==> config.mk <==
export PLATFORM = sky130hd
export DESIGN_NAME = ni_packet_inject_flat
export DESIGN_NICKNAME = d
export VERILOG_FILES = /design/src/rtl/ni_packet_inject_if.sv /design/src/rtl/ni_packet_inject.sv /design/src/flat_wrapper.sv
export SDC_FILE = /design/constraint.sdc
export NUM_CORES = 1
export LEC_CHECK = 0
export BUFFER_PORTS_ARGS = -buffer_cell sky130_fd_sc_hd__clkbuf_2
export CAP_MARGIN = 25
export CORE_ASPECT_RATIO = 1.4
export CORE_MARGIN = 2
export CORE_UTILIZATION = 40
export DETAILED_ROUTE_END_ITERATION = 7
export GPL_ROUTABILITY_DRIVEN = 1
export SETUP_SLACK_MARGIN = 0.02
export SYNTH_ARGS = -nofsm -noshare
export SYNTH_HDL_FRONTEND = slang
export SYNTH_SLANG_ARGS = --single-unit
export TNS_END_PERCENT = 5
==> constraint.sdc <==
create_clock -name clock -period 6.7 [get_ports clock]
set_clock_uncertainty 0.1 [all_clocks]
set_input_delay 1.005 -clock clock [delete_from_list [all_inputs] [get_ports clock]]
set_output_delay 1.005 -clock clock [all_outputs]
set_load 0.01 [all_outputs]
==> src/rtl/ni_packet_inject_if.sv <==
// Core/router-facing signal bundle for the packet injection stage.
// The slave modport is the injector's view; the master modport is the
// view of whatever drives requests, payload and credit (core + router).
interface ni_packet_inject_if #(
  parameter int FLIT_WIDTH = 16
);
  // Send request from the core
  logic                  req_valid;
  logic                  req_ready;
  logic [FLIT_WIDTH-1:0] req_dest;
  logic [7:0]            req_len;
  // Payload flit stream from the core
  logic                  pld_valid;
  logic                  pld_ready;
  logic [FLIT_WIDTH-1:0] pld_data;
  // Credit-flow-controlled link into the router local port
  logic                  tx;
  logic [FLIT_WIDTH-1:0] data_out;
  logic                  credit_i;
  // Status pulses
  logic                  pkt_done;
  logic                  len_err;

  modport slave (
    input  req_valid, req_dest, req_len, pld_valid, pld_data, credit_i,
    output req_ready, pld_ready, tx, data_out, pkt_done, len_err
  );

  modport master (
    output req_valid, req_dest, req_len, pld_valid, pld_data, credit_i,
    input  req_ready, pld_ready, tx, data_out, pkt_done, len_err
  );
endinterface

==> src/rtl/ni_packet_inject.sv <==
// Network-interface injection stage. Serialises a core send request into
// header / size / source / payload flits toward the router local port,
// holding each flit on the link until the router grants a credit.
module ni_packet_inject #(
  parameter int                    FLIT_WIDTH  = 16,
  parameter logic [FLIT_WIDTH-1:0] SRC_ADDR    = 16'h0011,
  parameter int                    MAX_PAYLOAD = 64
) (
  input  logic                 clock,
  input  logic                 reset,
  ni_packet_inject_if.slave    bus
);

  localparam logic [7:0] MAX_LEN = 8'(MAX_PAYLOAD);

  typedef enum logic [2:0] {
    IDLE,
    HEADER,
    SIZE,
    SRC,
    PAYLOAD,
    DONE
  } state_t;

  state_t                state_q;
  logic                  tx_q;
  logic [FLIT_WIDTH-1:0] data_q;
  logic                  pkt_done_q;
  logic                  len_err_q;
  logic [7:0]            len_q;
  logic [7:0]            rem_q;

  logic reg_free;     // output register may take a new flit this edge
  logic flit_xfer;    // flit on data_out is accepted by the router this edge
  logic pld_take_d;   // a payload flit is consumed this edge

  assign reg_free  = !tx_q || bus.credit_i;
  assign flit_xfer = tx_q && bus.credit_i;

  // Payload is accepted in PAYLOAD whenever the register frees, and also on
  // the edge the source flit leaves so the first payload flit follows it
  // without a bubble.
  assign bus.pld_ready = ((state_q == PAYLOAD) && (rem_q != 8'd0) && reg_free) ||
                         ((state_q == SRC) && flit_xfer && (len_q != 8'd0));
  assign pld_take_d    = bus.pld_ready && bus.pld_valid;

  assign bus.req_ready = (state_q == IDLE);
  assign bus.tx        = tx_q;
  assign bus.data_out  = data_q;
  assign bus.pkt_done  = pkt_done_q;
  assign bus.len_err   = len_err_q;

  // Packet sequencer: owns state, the output flit register and status pulses.
  // NOTE: every register here uses non-blocking assignment so each branch
  // sees the pre-edge values of all state, independent of statement order.
  always_ff @(posedge clock or posedge reset) begin
    if (reset) begin
      state_q    <= IDLE;
      tx_q       <= 1'b0;
      data_q     <= '0;
      pkt_done_q <= 1'b0;
      len_err_q  <= 1'b0;
      len_q      <= 8'd0;
      rem_q      <= 8'd0;
    end else begin
      pkt_done_q <= 1'b0;
      len_err_q  <= 1'b0;
      case (state_q)
        IDLE: begin
          if (bus.req_valid) begin
            len_q <= bus.req_len;
            if (bus.req_len > MAX_LEN) begin
              len_err_q <= 1'b1;
            end else begin
              data_q  <= bus.req_dest;
              tx_q    <= 1'b1;
              state_q <= HEADER;
            end
          end
        end
        HEADER: begin
          if (flit_xfer) begin
            // Size counts the source flit plus the payload.
            data_q  <= FLIT_WIDTH'(len_q) + FLIT_WIDTH'(1);
            state_q <= SIZE;
          end
        end
        SIZE: begin
          if (flit_xfer) begin
            data_q  <= SRC_ADDR;
            state_q <= SRC;
          end
        end
        SRC: begin
          if (flit_xfer) begin
            if (len_q == 8'd0) begin
              tx_q       <= 1'b0;
              pkt_done_q <= 1'b1;
              state_q    <= DONE;
            end else begin
              state_q <= PAYLOAD;
              if (pld_take_d) begin
                data_q <= bus.pld_data;
                tx_q   <= 1'b1;
                rem_q  <= len_q - 8'd1;
              end else begin
                tx_q  <= 1'b0;
                rem_q <= len_q;
              end
            end
          end
        end
        PAYLOAD: begin
          if (reg_free) begin
            if (pld_take_d) begin
              data_q <= bus.pld_data;
              tx_q   <= 1'b1;
              rem_q  <= rem_q - 8'd1;
            end else if (rem_q == 8'd0) begin
              // Last payload flit has just been accepted by the router.
              tx_q       <= 1'b0;
              pkt_done_q <= 1'b1;
              state_q    <= DONE;
            end else begin
              tx_q <= 1'b0;
            end
          end
        end
        DONE: begin
          state_q <= IDLE;
        end
        default: begin
          state_q <= IDLE;
        end
      endcase
    end
  end

endmodule
==> src/flat_wrapper.sv <==
// flat-port wrapper written by rule: the top's interface ports become plain ports
module ni_packet_inject_flat 
#(
  parameter int                    FLIT_WIDTH  = 16,
  parameter logic [FLIT_WIDTH-1:0] SRC_ADDR    = 16'h0011,
  parameter int                    MAX_PAYLOAD = 64
)
  (clock, reset, bus_req_valid, bus_req_dest, bus_req_len, bus_pld_valid, bus_pld_data, bus_credit_i, bus_req_ready, bus_pld_ready, bus_tx, bus_data_out, bus_pkt_done, bus_len_err);
  ni_packet_inject_if #(.FLIT_WIDTH(FLIT_WIDTH)) bus_i ();
  input  logic clock;
  input  logic reset;
  input wire logic [$bits(bus_i.req_valid)-1:0] bus_req_valid;
  input wire logic [$bits(bus_i.req_dest)-1:0] bus_req_dest;
  input wire logic [$bits(bus_i.req_len)-1:0] bus_req_len;
  input wire logic [$bits(bus_i.pld_valid)-1:0] bus_pld_valid;
  input wire logic [$bits(bus_i.pld_data)-1:0] bus_pld_data;
  input wire logic [$bits(bus_i.credit_i)-1:0] bus_credit_i;
  output wire logic [$bits(bus_i.req_ready)-1:0] bus_req_ready;
  output wire logic [$bits(bus_i.pld_ready)-1:0] bus_pld_ready;
  output wire logic [$bits(bus_i.tx)-1:0] bus_tx;
  output wire logic [$bits(bus_i.data_out)-1:0] bus_data_out;
  output wire logic [$bits(bus_i.pkt_done)-1:0] bus_pkt_done;
  output wire logic [$bits(bus_i.len_err)-1:0] bus_len_err;
  assign bus_i.req_valid = bus_req_valid;
  assign bus_i.req_dest = bus_req_dest;
  assign bus_i.req_len = bus_req_len;
  assign bus_i.pld_valid = bus_pld_valid;
  assign bus_i.pld_data = bus_pld_data;
  assign bus_i.credit_i = bus_credit_i;
  assign bus_req_ready = bus_i.req_ready;
  assign bus_pld_ready = bus_i.pld_ready;
  assign bus_tx = bus_i.tx;
  assign bus_data_out = bus_i.data_out;
  assign bus_pkt_done = bus_i.pkt_done;
  assign bus_len_err = bus_i.len_err;
  ni_packet_inject #(.FLIT_WIDTH(FLIT_WIDTH), .SRC_ADDR(SRC_ADDR), .MAX_PAYLOAD(MAX_PAYLOAD)) u_core (.clock(clock), .reset(reset), .bus(bus_i));
endmodule
* After elaboration in Yosys (flattened, before gate mapping)
Index checks and enable logic that the tools add are counted.
** Storage, ports and cells
- Flip-flop bits (word level) :: 38
- Bits in latches :: 0
- RAM bits :: 0
- Bits in read-only memories :: 0
- Input port bits :: 45
- Word-level logic and storage cells :: 88
- Memories :: 0
** Operators by class
- Add/sub/neg operators :: 3
- $mul :: 0
- Divide/modulo/power cells :: 0
- $lt $le $gt $ge :: 1
- Equal/unequal tests :: 14
- Shifts and indexed selects :: 0
- Multiplexer cells :: 41
- Bitwise operators :: 0
- Reduce and logical (&&, ||, !) cells :: 22
** Operator list (count)
- 16-bit 2-to-1 mux :: 8
- 16-bit one-hot mux with 5 select lines :: 1
- 8-bit 2-to-1 mux :: 5
- 3-bit 2-to-1 mux :: 8
- 8-bit logical NOT :: 2
- 8-bit one-hot mux with 2 select lines :: 1
- 8-bit AND reduction :: 2
- 8-bit nonzero test :: 2
- 8-bit by 1-bit subtractor with 8-bit output, second input constant :: 2
- 1-bit 2-to-1 mux :: 15
- 3-bit one-hot mux with 5 select lines :: 1
- 2-bit by 1-bit inequality test with 1-bit output, second input constant :: 5
- 2-bit inequality test, second input constant :: 5
- 5-bit AND reduction :: 2
- 8-bit by 1-bit adder with 9-bit output, second input constant :: 1
- 8-bit by 7-bit greater-than comparator with 1-bit output, second input constant :: 1
- 3-bit by 2-bit == test with 1-bit output, second input constant :: 2
- 1-bit logical AND :: 6
- 5-bit nonzero test :: 1
- 3-bit by 1-bit == test with 1-bit output, second input constant :: 1
- 3-bit == test, second input constant :: 1
- 3-bit logical NOT :: 1
- 1-bit one-hot mux with 3 select lines :: 1
- 3-bit nonzero test :: 1
- other kinds (5) :: 6

* Longest topological paths before layout
- Depth in word-level cells :: 9
- Gate-level depth with buffers :: 10
- Depth with buffers taken out :: 8

* Worst setup path before layout
OpenSTA, ideal clock, no wires.
- Path type :: input-to-reg
- From :: in bus_req_len[5]
- To :: reg u_core.data_q[0] (netlist: u_core.bus.data_out[0])
- Setup time :: 125 ps
- Arrival :: 2800 ps
- Path slack :: 3675 ps
- Stages on the path :: 7
- Path through :: or4_1 -> o221a_2 -> nor2_4 -> o21ai_2 -> a211oi_4 -> buf_12 -> mux2_4
** On the way
- Word-level cells in the longest chain between the ends :: 3
** RTL lines
- from (decl) :: line flat_wrapper.sv:14 : input wire logic [$bits(bus_i.req_len)-1:0] bus_req_len;
- 8-bit by 7-bit greater-than comparator with 1-bit output :: line ni_packet_inject.sv:72 : if (bus.req_len > MAX_LEN) begin
- 2-bit inequality test (no line)
- 8-bit AND reduction (no line)
- to (signal assigned) :: line ni_packet_inject.sv:75 : data_q <= bus.req_dest;
- to (signal assigned) :: line ni_packet_inject.sv:84 : data_q <= FLIT_WIDTH'(len_q) + FLIT_WIDTH'(1);
- to (signal assigned) :: line ni_packet_inject.sv:103 : data_q <= bus.pld_data;
- to (decl) :: line ni_packet_inject.sv:27 : logic [FLIT_WIDTH-1:0] data_q;
Every way passes these cells.
A chain may end at the register's enable or synchronous reset.

* Final worst setup path
- From :: reg u_core.state_q[1]
- To :: reg u_core.data_q[3] (netlist: u_core.bus.data_out[3])
** On the way
- Word-level cells in the longest chain between the ends :: 9
- Elaborated cells on any way between the ends :: 25
- Classes of those cells :: eq/ne (11); mux (5); reduce/logical (9)
** RTL lines
- from (decl) :: line ni_packet_inject.sv:25 : state_t state_q;
- from (signal assigned) :: line ni_packet_inject.sv:58 : state_q <= IDLE;
- from (signal assigned) :: line ni_packet_inject.sv:77 : state_q <= HEADER;
- from (signal assigned) :: line ni_packet_inject.sv:85 : state_q <= SIZE;
- 3-bit == test or 3-bit by 2-bit == test with 1-bit output (tied branches) :: line ni_packet_inject.sv:43, ni_packet_inject.sv:68, ni_packet_inject.sv:44
- 1-bit logical AND (on tied branches) (2 in series) :: line ni_packet_inject.sv:43, ni_packet_inject.sv:44
- 1-bit logical OR :: line ni_packet_inject.sv:43 : assign bus.pld_ready = ((state_q == PAYLOAD) && (rem_q != 8'd0) && reg_free) ||
- 1-bit logical AND :: line ni_packet_inject.sv:45 : assign pld_take_d = bus.pld_ready && bus.pld_valid;
- 16-bit 2-to-1 mux (3 in series)
- 16-bit one-hot mux with 5 select lines :: line ni_packet_inject.sv:68 : case (state_q)
Parallel ways exist; a longest one is shown, timed or not. The select of a mux whose other input is x is not followed.

==> impl_metrics.ini <==
[global_route]
grt-ovfl-total = 0
grt_pass1_wl_um = 10800
grt_max_degree = 39
grt_pass1_vias = 2260
antenna_found_initial = 0
grt_usage_pct = 18.7

[pwr]
p_sw_mw = 0.696
pwr-share-clk_pct = 12.2
pwr-share-comb_pct = 58.2
seqPwrFrac_pct = 29.7
swShare_pct = 43.7
cellLeakagePower_nw = 1.41
p_per_area_mw_per_mm2 = 507
vdd_drop_max_uv = 188
p_total_mw = 1.59
p_int_mw = 0.896

[route]
drc_errors = 0
postRouteAntennaNets = 0
drt_iter0_markers = 124
via_per_inst = 5.65
post_drt_wl_per_cell_um = 16.5
first_pass_iters = 4
detail_route.wirelength_um = 6850
num_vias = 2351

[die]
die_w_um = 73.2
rows = 35
dieArea_mm2 = 0.00739
ioPinCount = 66
fp.coreArea_mm2 = 0.00653
start_util_pct = 41.2
chipHeight_um = 101

[worst_setup_path]
worstPathRequired_ps = 6780
end_kind = register
r2r_setup_slack_ps = 3180
path_class = reg -> reg
start_kind = register
path_max_fanout = 22
worstPathArrival_ps = 3600

[synthesis]
yosys.area.top_type = dfrtp_1
synth_edf_count = 0
async_reset_ff_share_pct = 100
ys_top_cells_by_area = dfrtp_1 35%, mux2_4 5.6%, mux2_2 5.5%, a22o_1 4.2%, o21ai_0 3.9%
synth_top_cell_area_share_pct = 35.4
yosysWarnings = 0
ys_types = 55
ys.flop_type = dfrtp_1
ys_seq_elements = 38
yosysSeqAreaShare_pct = 35.4
synth.net_count = 335
synth_cells = 285
synth.avg_cell_area_um2 = 9.42
synth_area_mm2 = 0.00269

[clock_tree]
hold_buffers = 0
clockBufferDepth = 2
cts_resized = 0
cts_tree = built
clkTransAtPathRegs_ps = 80
cts_setup_buffers = 0
cts_root_buf = clkbuf_8
numCtsBuffers = 5
cts.sinks = 38
h-tree-depth = 2
insertion_delay_ps = 290

[sta]
tns_ps = 0
finalCritPeriodShare_pct = 52.5
final-hold-violation-count = 0
rsz0062_at_grt = no
fmax_mhz = 284
max-slew-margin-rel_pct = 30.1
final-setup-viol-count = 0
post-route-min-period_ps = 3520
hold-worst-slack_ps = 416
finalMaxSlewViolations = 0
tightest_slew_ps = 1040

[place]
gp_congestion = 0.831
place_inst = 408
portBuffers = 65
dp_hpwl_um = 5030

[finish]
multi_input_comb_area_mm2 = 0.00161
diodes = 0
nFillCells = 635
nNetsFinal = 391
final_core_util_pct = 48.1
final_cell_mix = 65 x clkbuf_2, 38 x dfrtp_1, 23 x nand2_1
drive_above_1_share_pct = 32.2
seq_area_um2 = 951
final_cell_count_no_fill = 416
layout_commonest_cell = clkbuf_2
area_growth_pct = 16.9

[worst_hold_path]
hold_class = reg -> reg

[flow_run]
cap_violations = 0

[outcome]
status = finished clean
[layout make-up]
| class | instances | share of cell area (%) |
|---|---|---|
| Inverter | 9 | 1.08 |
| Timing Repair Buffer | 68 | 11.1 |
| Sequential cell | 38 | 30.3 |
| Clock buffer | 5 | 2.19 |
| Clock inverter | 3 | 1.28 |
| Tap cell | 74 | 2.95 |
| Multi-Input combinational cell | 219 | 51.1 |
[cells by family after synthesis]
kind of cell	Yosys count	synth area share (%)
AND/OR/NAND/NOR	89	17.1
AO/OA/AOI/OAI	80	21.8
flip-flops	38	35.4
multiplexers	31	14.0
buffers and inverters	28	4.80
XOR/XNOR	14	4.57
adder cells (fa/ha/maj)	5	2.33
[state kept, by name, summed over array words and instances (netlist names)]
register	count
u_core.bus.data_out	16
u_core.len_q	8
u_core.rem_q	8
u_core.state_q	3
u_core.bus.len_err	1
u_core.bus.pkt_done	1
u_core.bus.tx	1
[stage by stage]
| step | setup WS, ps | cell area (um^2) |
|---|---|---|
| final | 3180 | 3140 |
| after global routing | 2980 | 3140 |
| after CTS | 3220 | 3140 |
| after detailed placement | 3080 | 3030 |
| after global placement | 3120 | 3030 |
| after floorplan | 3670 | 2690 |
[critical path, cell delays in order (launching register included)]
cell and delay (ps):
dfrtp_1 800, or3b_1 470, nand2_1 420, o21ai_1 230
nor2_2 80, a211oi_4 860, mux2_2 420
[power by group through the flow]
stage,clock (mW),combinational (mW),sequential [mW]
2_1_floorplan,0,0.771,0.431
3_3_place_gp,0,0.915,0.476
3_5_place_dp,0,0.928,0.476
4_1_cts,0.200,0.930,0.472
5_1_grt,0.210,1.02,0.487
6_report,0.194,0.927,0.472
[final timing paths]
| kind | cells past startpoint | start | endpoint |
|---|---|---|---|
| worst max-delay path | 6 | u_core.state_q[1] | u_core.bus.data_out[3] |
| worst min-delay path | 1 | u_core.bus.data_out[9] | u_core.bus.data_out[9] |
| worst max register to register | 6 | u_core.state_q[1] | u_core.bus.data_out[3] |
| worst min register to register | 1 | u_core.bus.data_out[9] | u_core.bus.data_out[9] |
| max in group asynchronous | 3 | reset | u_core.len_q[0] |
| min in group asynchronous | 3 | reset | u_core.bus.pkt_done |
[per-layer routing]
| layer | vias to the layer above | part of all wire [%] | GRT usage (%) | routed length [um] |
|---|---|---|---|---|
| met5 | - | 0 | 0 | 0 |
| met4 | 0 | 2.3 | 6.98 | 158 |
| met3 | 12 | 3.6 | 3.20 | 247 |
| met2 | 61 | 50 | 31.9 | 3450 |
| met1 | 1115 | 44 | 23.2 | 2990 |
| li1 | 1163 | - | - | - |
[Yosys cell counts (all sizes together), types with 3 or more instances]
library cell	count
and2	4
o21ai	23
nand3	14
inv	9
o22ai	7
and3	4
clkbuf	12
a22o	13
a32oi	4
ha	5
buf	7
a21oi	10
nand2b	5
o31ai	4
nor2	21
a2bb2oi	3
nor3	6
mux2	23
xor2	10
xnor2	4
dfrtp	38
mux2i	8
nand2	23
No activity file was read; power rests on OpenSTA's default activity.
